<file path="src/rtl/rumble_pkg.sv">
// Shared types and defaults for the rumble scheduler: state encoding, counter width, parameter defaults.
// Pure declarations; no timing or flow-control behaviour of its own.
package rumble_pkg;

    localparam int CNT_W = 12;

    localparam int DEF_TICK_DIV        = 74250;
    localparam int DEF_PWM_STEP_CYCLES = 4640;
    localparam int DEF_MIN_ON_MS       = 20;
    localparam int DEF_MAX_ON_MS       = 2000;
    localparam int DEF_COOLDOWN_MS     = 500;

    typedef enum logic [1:0] {
        ST_IDLE     = 2'd0,
        ST_CORE     = 2'd1,
        ST_TEST     = 2'd2,
        ST_COOLDOWN = 2'd3
    } rumble_state_t;

    typedef logic [CNT_W-1:0] cnt_t;

    function automatic cnt_t sat_dec(input cnt_t v);
        return (v == '0) ? v : v - 1'b1;
    endfunction

endpackage

</file>
<file path="src/rtl/rumble_scheduler_if.sv">
// Control/status bundle between the menu/core side and the rumble scheduler.
// Level and pulse signals only; no handshake, the scheduler never stalls its source.
interface rumble_scheduler_if;
    import rumble_pkg::*;

    logic             enable;
    logic [3:0]       intensity;
    logic             core_rumble;
    logic             test_start;
    logic [CNT_W-1:0] test_ms;
    logic             active;
    logic             busy;
    logic             cooldown;

    modport master (
        output enable, intensity, core_rumble, test_start, test_ms,
        input  active, busy, cooldown
    );

    modport slave (
        input  enable, intensity, core_rumble, test_start, test_ms,
        output active, busy, cooldown
    );
endinterface

</file>
<file path="src/rtl/rumble_tick_gen.sv">
// Free-running 1 ms tick strobe and 4-bit PWM slot counter; never restarted by the FSM.
// tick is high for the last cycle of each TICK_DIV period; no backpressure.
module rumble_tick_gen #(
    parameter int TICK_DIV        = 74250,
    parameter int PWM_STEP_CYCLES = 4640
) (
    input  logic       clk_74a,
    input  logic       reset,
    output logic       tick,
    output logic [3:0] pwm_slot
);
    localparam int TW = (TICK_DIV > 1) ? $clog2(TICK_DIV) : 1;
    localparam int PW = (PWM_STEP_CYCLES > 1) ? $clog2(PWM_STEP_CYCLES) : 1;
    localparam logic [TW-1:0] TICK_LAST = TW'(TICK_DIV - 1);
    localparam logic [PW-1:0] STEP_LAST = PW'(PWM_STEP_CYCLES - 1);

    logic [TW-1:0] tick_cnt;
    logic [PW-1:0] step_cnt;

    always_ff @(posedge clk_74a or posedge reset) begin
        if (reset) begin
            tick_cnt <= '0;
            step_cnt <= '0;
            pwm_slot <= '0;
        end else begin
            tick_cnt <= (tick_cnt == TICK_LAST) ? '0 : tick_cnt + 1'b1;
            if (step_cnt == STEP_LAST) begin
                step_cnt <= '0;
                pwm_slot <= pwm_slot + 4'd1;
            end else begin
                step_cnt <= step_cnt + 1'b1;
            end
        end
    end

    assign tick = (tick_cnt == TICK_LAST);

endmodule

</file>
<file path="src/rtl/rumble_scheduler.sv">
// Arbitrates core rumble vs menu test pulse with min on-time, PWM duty and max-on cooldown.
// active is registered one cycle behind state; core_rumble adds 2 sync cycles; inputs are never stalled.
module rumble_scheduler
    import rumble_pkg::*;
#(
    parameter int TICK_DIV        = DEF_TICK_DIV,
    parameter int PWM_STEP_CYCLES = DEF_PWM_STEP_CYCLES,
    parameter int MIN_ON_MS       = DEF_MIN_ON_MS,
    parameter int MAX_ON_MS       = DEF_MAX_ON_MS,
    parameter int COOLDOWN_MS     = DEF_COOLDOWN_MS
) (
    input  logic               clk_74a,
    input  logic               reset,
    rumble_scheduler_if.slave  host
);
    if (TICK_DIV <= 0 || PWM_STEP_CYCLES <= 0) begin : g_bad_div
        $error("TICK_DIV and PWM_STEP_CYCLES must be nonzero");
    end
    if (MIN_ON_MS <= 0 || MIN_ON_MS >= 2**CNT_W) begin : g_bad_min
        $error("MIN_ON_MS must be in 1..4095");
    end
    if (MAX_ON_MS <= 0 || MAX_ON_MS >= 2**CNT_W) begin : g_bad_max
        $error("MAX_ON_MS must be in 1..4095");
    end
    if (COOLDOWN_MS <= 0 || COOLDOWN_MS >= 2**CNT_W) begin : g_bad_cd
        $error("COOLDOWN_MS must be in 1..4095");
    end

    localparam cnt_t MIN_ON = cnt_t'(MIN_ON_MS);
    localparam cnt_t MAX_ON = cnt_t'(MAX_ON_MS);
    localparam cnt_t CD_LEN = cnt_t'(COOLDOWN_MS);

    logic          tick;
    logic [3:0]    pwm_slot;
    logic          sync_q1, core_req;
    logic          active_q;
    logic          test_go;
    rumble_state_t state_q, state_nxt;
    cnt_t          on_cnt, hold_cnt, cd_cnt, test_cnt;
    cnt_t          on_nxt, hold_nxt, cd_nxt, test_nxt;
    cnt_t          on_step, hold_step;

    rumble_tick_gen #(
        .TICK_DIV        (TICK_DIV),
        .PWM_STEP_CYCLES (PWM_STEP_CYCLES)
    ) u_tick_gen (
        .clk_74a  (clk_74a),
        .reset    (reset),
        .tick     (tick),
        .pwm_slot (pwm_slot)
    );

    always_ff @(posedge clk_74a or posedge reset) begin
        if (reset) begin
            sync_q1  <= 1'b0;
            core_req <= 1'b0;
        end else begin
            sync_q1  <= host.core_rumble;
            core_req <= sync_q1;
        end
    end

    assign test_go = host.test_start && (host.test_ms != '0);

    always_comb begin
        state_nxt = state_q;
        on_nxt    = on_cnt;
        hold_nxt  = hold_cnt;
        cd_nxt    = cd_cnt;
        test_nxt  = test_cnt;
        on_step   = tick ? on_cnt + 1'b1 : on_cnt;
        hold_step = tick ? sat_dec(hold_cnt) : hold_cnt;

        case (state_q)
            ST_IDLE: begin
                if (test_go) begin
                    state_nxt = ST_TEST;
                    test_nxt  = host.test_ms;
                end else if (host.enable && core_req) begin
                    state_nxt = ST_CORE;
                    on_nxt    = '0;
                    hold_nxt  = MIN_ON;
                end
            end
            ST_CORE: begin
                if (test_go) begin
                    state_nxt = ST_TEST;
                    test_nxt  = host.test_ms;
                end else if (!host.enable) begin
                    state_nxt = ST_IDLE;
                end else begin
                    on_nxt   = on_step;
                    hold_nxt = hold_step;
                    // Motor protection outranks the normal release path.
                    if (on_step == MAX_ON) begin
                        state_nxt = ST_COOLDOWN;
                        cd_nxt    = CD_LEN;
                    end else if (!core_req && hold_step == '0) begin
                        state_nxt = ST_IDLE;
                    end
                end
            end
            ST_TEST: begin
                if (test_go) begin
                    test_nxt = host.test_ms;
                end else if (tick) begin
                    test_nxt = sat_dec(test_cnt);
                    if (sat_dec(test_cnt) == '0) state_nxt = ST_IDLE;
                end
            end
            ST_COOLDOWN: begin
                if (tick) begin
                    cd_nxt = sat_dec(cd_cnt);
                    if (sat_dec(cd_cnt) == '0) state_nxt = ST_IDLE;
                end
            end
            default: state_nxt = ST_IDLE;
        endcase
    end

    always_ff @(posedge clk_74a or posedge reset) begin
        if (reset) begin
            state_q  <= ST_IDLE;
            on_cnt   <= '0;
            hold_cnt <= '0;
            cd_cnt   <= '0;
            test_cnt <= '0;
            active_q <= 1'b0;
        end else begin
            state_q  <= state_nxt;
            on_cnt   <= on_nxt;
            hold_cnt <= hold_nxt;
            cd_cnt   <= cd_nxt;
            test_cnt <= test_nxt;
            active_q <= ((state_q == ST_CORE) && (pwm_slot <= host.intensity)) ||
                        (state_q == ST_TEST);
        end
    end

    assign host.active   = active_q;
    assign host.busy     = (state_q != ST_IDLE);
    assign host.cooldown = (state_q == ST_COOLDOWN);

endmodule

</file>
<file path="src/flat_wrapper.sv">
// flat-port wrapper written by rule: the top's interface ports become plain ports
module rumble_scheduler_flat import rumble_pkg::*;
#(
    parameter int TICK_DIV        = DEF_TICK_DIV,
    parameter int PWM_STEP_CYCLES = DEF_PWM_STEP_CYCLES,
    parameter int MIN_ON_MS       = DEF_MIN_ON_MS,
    parameter int MAX_ON_MS       = DEF_MAX_ON_MS,
    parameter int COOLDOWN_MS     = DEF_COOLDOWN_MS
)
  (clk_74a, reset, host_enable, host_intensity, host_core_rumble, host_test_start, host_test_ms, host_active, host_busy, host_cooldown);
  rumble_scheduler_if host_i ();
  input  logic clk_74a;
  input  logic reset;
  input wire logic [$bits(host_i.enable)-1:0] host_enable;
  input wire logic [$bits(host_i.intensity)-1:0] host_intensity;
  input wire logic [$bits(host_i.core_rumble)-1:0] host_core_rumble;
  input wire logic [$bits(host_i.test_start)-1:0] host_test_start;
  input wire logic [$bits(host_i.test_ms)-1:0] host_test_ms;
  output wire logic [$bits(host_i.active)-1:0] host_active;
  output wire logic [$bits(host_i.busy)-1:0] host_busy;
  output wire logic [$bits(host_i.cooldown)-1:0] host_cooldown;
  assign host_i.enable = host_enable;
  assign host_i.intensity = host_intensity;
  assign host_i.core_rumble = host_core_rumble;
  assign host_i.test_start = host_test_start;
  assign host_i.test_ms = host_test_ms;
  assign host_active = host_i.active;
  assign host_busy = host_i.busy;
  assign host_cooldown = host_i.cooldown;
  rumble_scheduler #(.TICK_DIV(TICK_DIV), .PWM_STEP_CYCLES(PWM_STEP_CYCLES), .MIN_ON_MS(MIN_ON_MS), .MAX_ON_MS(MAX_ON_MS), .COOLDOWN_MS(COOLDOWN_MS)) u_core (.clk_74a(clk_74a), .reset(reset), .host(host_i));
endmodule
</file>
<file path="config.mk">
export PLATFORM = sky130hd
export DESIGN_NAME = rumble_scheduler_flat
export DESIGN_NICKNAME = d
export VERILOG_FILES = /design/src/rtl/rumble_pkg.sv /design/src/rtl/rumble_scheduler_if.sv /design/src/rtl/rumble_tick_gen.sv /design/src/rtl/rumble_scheduler.sv /design/src/flat_wrapper.sv
export SDC_FILE = /design/constraint.sdc
export NUM_CORES = 1
export LEC_CHECK = 0
export CAP_MARGIN = 20
export CORE_MARGIN = 1.5
export CORE_UTILIZATION = 55
export DETAILED_ROUTE_END_ITERATION = 16
export PLACE_DENSITY = 0.76
export SYNTH_ARGS = -nofsm -noshare
export SYNTH_HDL_FRONTEND = slang
export SYNTH_SLANG_ARGS = --single-unit
</file>
<file path="constraint.sdc">
create_clock -name clk_74a -period 2.9 [get_ports clk_74a]
set_input_delay 0.29 -clock clk_74a [delete_from_list [all_inputs] [get_ports clk_74a]]
set_output_delay 0.29 -clock clk_74a [all_outputs]
set_load 0.05 [all_outputs]
</file>
# == Word level (Yosys, flattened, before mapping) ==
# Index checks and enable logic that the tools add are counted.
# op_classes
n_addsub,7
n_mul,0
div_mod_pow,0
n_lt_le_gt_ge,1
eq_ne,20
shift,0
muxes,38
n_bitwise,0
reduce_logical,23
# ops
cell,n
2-to-1 mux 12 bit,20
one-hot mux 12 bit (2 select lines),4
zero test 12 bit,6
"subtractor 12 x 1 -> 12 bit, second input constant",3
2-to-1 mux 2 bit,11
"adder 17 x 1 -> 17 bit, second input constant",1
"== test 17 bit, second input constant",1
2-to-1 mux 17 bit,1
"inequality test 2 x 1 -> 1 bit, second input constant",7
"adder 13 x 1 -> 13 bit, second input constant",1
"== test 13 bit, second input constant",1
2-to-1 mux 13 bit,1
"adder 12 x 1 -> 12 bit, second input constant",1
"== test 12 x 11 -> 1 bit, second input constant",1
nonzero test 12 bit,1
AND reduction 5 bit,2
"inequality test 2 bit, second input constant",4
one-hot mux 2 bit (4 select lines),1
nonzero test 2 bit,4
AND reduction 7 bit,1
"inequality test 3 x 1 -> 1 bit, second input constant",2
"inequality test 5 x 2 -> 1 bit, second input constant",1
"adder 4 x 1 -> 4 bit, second input constant",1
"== test 2 bit, second input constant",2
8 further kinds,11
# totals
reg_bits,87
latchBits,0
ram_bits,0
mem_bits_ro,0
in_bits,21
out_inout_bits,3
elab_cells,100
n_memories,0

# == Logic depth before layout (Yosys ltp) ==
# logic_depth
word_depth,10
ltp_mapped,11
ltp_nobuf,9

# == Cells and area by module ==
# A second synthesis with hierarchy kept.
# hier_totals
cells_unflattened,642
hier_area_um2,5499.0
# modules_own_cells
module,n_inst,cells_each,area_per_inst_um2,seq_area_each_um2
rumble_scheduler,1,500,3921.3,1326.3
rumble_tick_gen,1,142,1577.8,850.8

# == Worst setup path before layout ==
# Ideal clock, no wire load.
# synth_timing
path_kind,register to register
from,register u_core.u_tick_gen.tick_cnt[1]
to,register u_core.cd_cnt[2]
setup_ns,0.092
arrival_ns,2.601
required_time_ns,2.808
setup_slack_ns,0.207
stages_incl_launch_ff,12
path_buffers,2
period_less_slack_ns,2.693
path_cell_list,dfrtp_1 -> inv_1 -> ha_1 -> or4bb_4 -> nor4_4 -> buf_6 -> o2111ai_4 -> a221oi_2 -> nand4_1 -> and2_4 -> buf_6 -> o31ai_2
# synth_between
elab_chain_cells,5
word_cells_on_any_way,6
cone_classes,eq/ne: 4; mux: 1; reduce/logical: 1
# synth_lines
item,line_no,rtl
from (decl),rumble_tick_gen.sv:17,logic [TW-1:0] tick_cnt;
from (signal assigned),rumble_tick_gen.sv:26,tick_cnt <= (tick_cnt == TICK_LAST) ? '0 : tick_cnt + 1'b1;
== test 17 bit *,rumble_tick_gen.sv:36,assign tick = (tick_cnt == TICK_LAST);
2-to-1 mux 12 bit,rumble_scheduler.sv:71,on_step = tick ? on_cnt + 1'b1 : on_cnt;
== test 12 x 11 -> 1 bit,rumble_scheduler.sv:95,if (on_step == MAX_ON) begin
inequality test 2 x 1 -> 1 bit (no line),-,
AND reduction 5 bit (no line) *,-,
to (signal assigned),rumble_scheduler.sv:133,cd_cnt <= cd_nxt;
to (decl),rumble_scheduler.sv:39,"cnt_t on_cnt, hold_cnt, cd_cnt, test_cnt;"
# Every way passes the cells marked *; elsewhere a longest branch is shown, timed or not.
# A chain may end at the register's enable or synchronous reset.

# == Worst setup path after layout ==
# layout_timing
from,register u_core.u_tick_gen.tick_cnt[1]
to,register u_core.cd_cnt[9]
# The elaborated chain is that of the path after synthesis.

==> flow_summary.ini <==
[outcome]
outcome = complete, no violations

[cts]
clk_pin_slew_ns = 0.09
clkLatencyLatePin_ns = 0.37
clockBufferDepth = 2
clock_sinks = 87
cts_inserted_buffers = 9
postCtsHoldBufs = 0
cts_tree = built
clock-root-buffer = clkbuf_8
ctsHtreeMaxLevel = 3

[worst_setup_path]
end_kind = register
setup.worst_path.class = reg2reg
cp_max_fo = 8
cp-start-kind = register
arrival_ns = 3.06
reg2reg_depth = 10
worstPathRequired_ns = 3.17

[logic_synthesis]
syn_area_um2 = 5550
synth_fp_nets = 675
synthFlopType = dfrtp_1
yosys-top-cells-area = dfrtp_1, nand2_1, nor2_1, ha_1, o21ai_0
synth_area_per_cell_um2 = 8.68
yosysTopAreaCell = dfrtp_1
yosysSeqAreaShare = 0.392
yosysMostFrequentCell = dfrtp_1
yosysWarnings = 0
synthCells = 639
synth_cell_type_count = 73
ys_seq_elements = 87
synth_common_cells = dfrtp_1, nand2_1, nor2_1
async_reset_ff_frac = 1.00
synth_edf_count = 0
netlist.area_leader.share = 0.392

[sta]
max_freq_mhz = 359
drv_slew = 0
relSlewSlack = 0.631
rsz0062_at_grt = true
layout_min_cycle_time_ns = 2.79
worst_hold_slack_ns = 0.260
finClkSkew_ns = 0.0126
worst_pin_slew_ns = 0.550
hold_viol_final = 0
period_share = 0.962
finalSetupViolations = 0

[power]
finalPower_mw = 2.57
pwr_density_cell_nw_per_um2 = 409
ir_drop_mv = 0.292
p_leak_nw = 2.60

[detailed_routing]
wire_per_inst_um = 16.4
finalWirelength_mm = 13.2
vias = 5001
drt-vias-per-instance = 6.23
dr.pass1.iters = 5
postRouteAntennaNets = 0
drc = 0
drt_iter0_markers = 348
wirelength_met1_mm = 5.79
met3_length_um = 759
routed.top_layer = met4
wl_met2_mm = 6.44

[layout]
area_growth_pct = 13.3
nets = 701
multi_input_area_um2 = 3180
drive_gt1_frac = 0.115
n_antenna_cell = 0
seq_area_um2 = 2180
nFillCells = 840

[place]
hpwl_mm = 9.46
io_buffers = 23
gp_congestion = 0.948

[global_routing]
grt-ovfl-total = 0
antenna_found_initial = 0
grt_use_total = 0.258
grt_start_max_net_pins = 58
grt_pass1_vias = 4651
grt_pass1_wl_mm = 21.7

[floorplan]
ios = 24
die_area_um2 = 10700
start_util = 0.568
die_h_um = 103
core_area_um2 = 9770
chipWidth_um = 103
rows = 36

[flow_run]
max-cap-violations = 0

[hold_path]
worstHoldPathType = in2async
## stage by stage
stage               instances  setup slack, ns  TNS, ns  area [um2]  utilization
global route              803          -0.0685   -0.426        6280        0.643
detailed placement        783          -0.0337  -0.0410        5980        0.612
floorplan                 639            0.207        0        5550            -
CTS                       801           0.0136        0        6220        0.637
global placement          783           0.0334        0        5980        0.612
finish                    803            0.111        0        6280        0.643
## layer usage
| metal | vias up | global-route usage |
|---|---|---|
| met2 | 168 | 0.431 |
| li1 | 2373 | - |
| met4 | 0 | 0.0863 |
| met1 | 2437 | 0.337 |
| met5 | - | 0 |
| met3 | 23 | 0.0497 |
## cell usage in the layout, fill, tap and decap left out, types with 4 or more instances in the layout
| cell type | count |
|---|---|
| xor2_1 | 15 |
| ha_1 | 14 |
| a21oi_1 | 26 |
| and3_1 | 14 |
| buf_4 | 23 |
| mux2i_1 | 8 |
| a22o_1 | 17 |
| clkbuf_8 | 10 |
| o21ai_0 | 35 |
| nor4b_1 | 6 |
| nand2_1 | 77 |
| nor3_1 | 30 |
| or3_1 | 6 |
| o31ai_1 | 12 |
| o22ai_1 | 4 |
| nand4_1 | 16 |
| xnor2_1 | 18 |
| nand3_1 | 28 |
| nor2_1 | 63 |
| nor4_1 | 16 |
| inv_1 | 21 |
| clkdlybuf4s50_1 | 22 |
| o41ai_1 | 5 |
| o31ai_2 | 4 |
| dfrtp_1 | 87 |
| o21ai_1 | 4 |
## worst max-delay path, stage by stage, from the launching register on
cell and delay, ns:
dfrtp_1 0.39, inv_1 0.06, ha_2 0.16, or4bb_4 0.49
nor4_4 0.28, buf_6 0.18, o2111ai_4 0.12, a221oi_2 0.29
nand4_1 0.20, and2_4 0.25, a211o_1 0.25
## registers in the layout, summed over array words and instances (netlist names)
register / count
u_core.u_tick_gen.pwm_slot: 4
u_core.state_q: 2
u_core.u_tick_gen.tick_cnt: 17
u_core.core_req: 1
u_core.cd_cnt: 12
u_core.u_tick_gen.step_cnt: 13
u_core.host.active: 1
u_core.on_cnt: 12
u_core.sync_q1: 1
u_core.hold_cnt: 12
u_core.test_cnt: 12
## final timing paths
path | end | slack (ns) | startpoint
max reg2reg | u_core.cd_cnt[9] | 0.11 | u_core.u_tick_gen.tick_cnt[1]
max in group asynchronous | u_core.core_req | 1.97 | reset
min | u_core.u_tick_gen.tick_cnt[8] | 0.26 | reset
min reg2reg | u_core.core_req | 0.37 | u_core.sync_q1
min in group clk_74a | u_core.core_req | 0.37 | u_core.sync_q1
max | u_core.cd_cnt[9] | 0.11 | u_core.u_tick_gen.tick_cnt[1]
## kinds of logic after synthesis
kind of cell | synth area share
compound gates | 0.177
xor+xnor | 0.0521
fa+ha+maj | 0.0338
buf+inv | 0.0451
flops | 0.392
mux | 0.0183
simple gates | 0.281
## repair_timing
action | 4_1_cts | 5_1_grt
setup buffers | 2 | 1
endpoints found under the setup margin | 1 | 12
endpoints found under the hold margin | 0 | 0
gates resized for setup | 1 | 8
pin swaps | 0 | 5
cloned | 0 | 1
## cell type report
type | instances | share of cell area
multi-input combinational | 496 | 0.506
sequential | 87 | 0.346
timing repair buffer | 49 | 0.0725
tap | 133 | 0.0265
clock buffer | 11 | 0.0225
inverter | 22 | 0.0133
clock inverter | 5 | 0.0129
## where the power goes
group	switching (mW)	internal, mW	leakage (nW)	total [mW]
combinational	0.186	0.124	1.40	0.310
sequential	0.0550	1.25	1.08	1.31
clock	0.442	0.509	0.110	0.951
(Power assumes the default switching activity.)
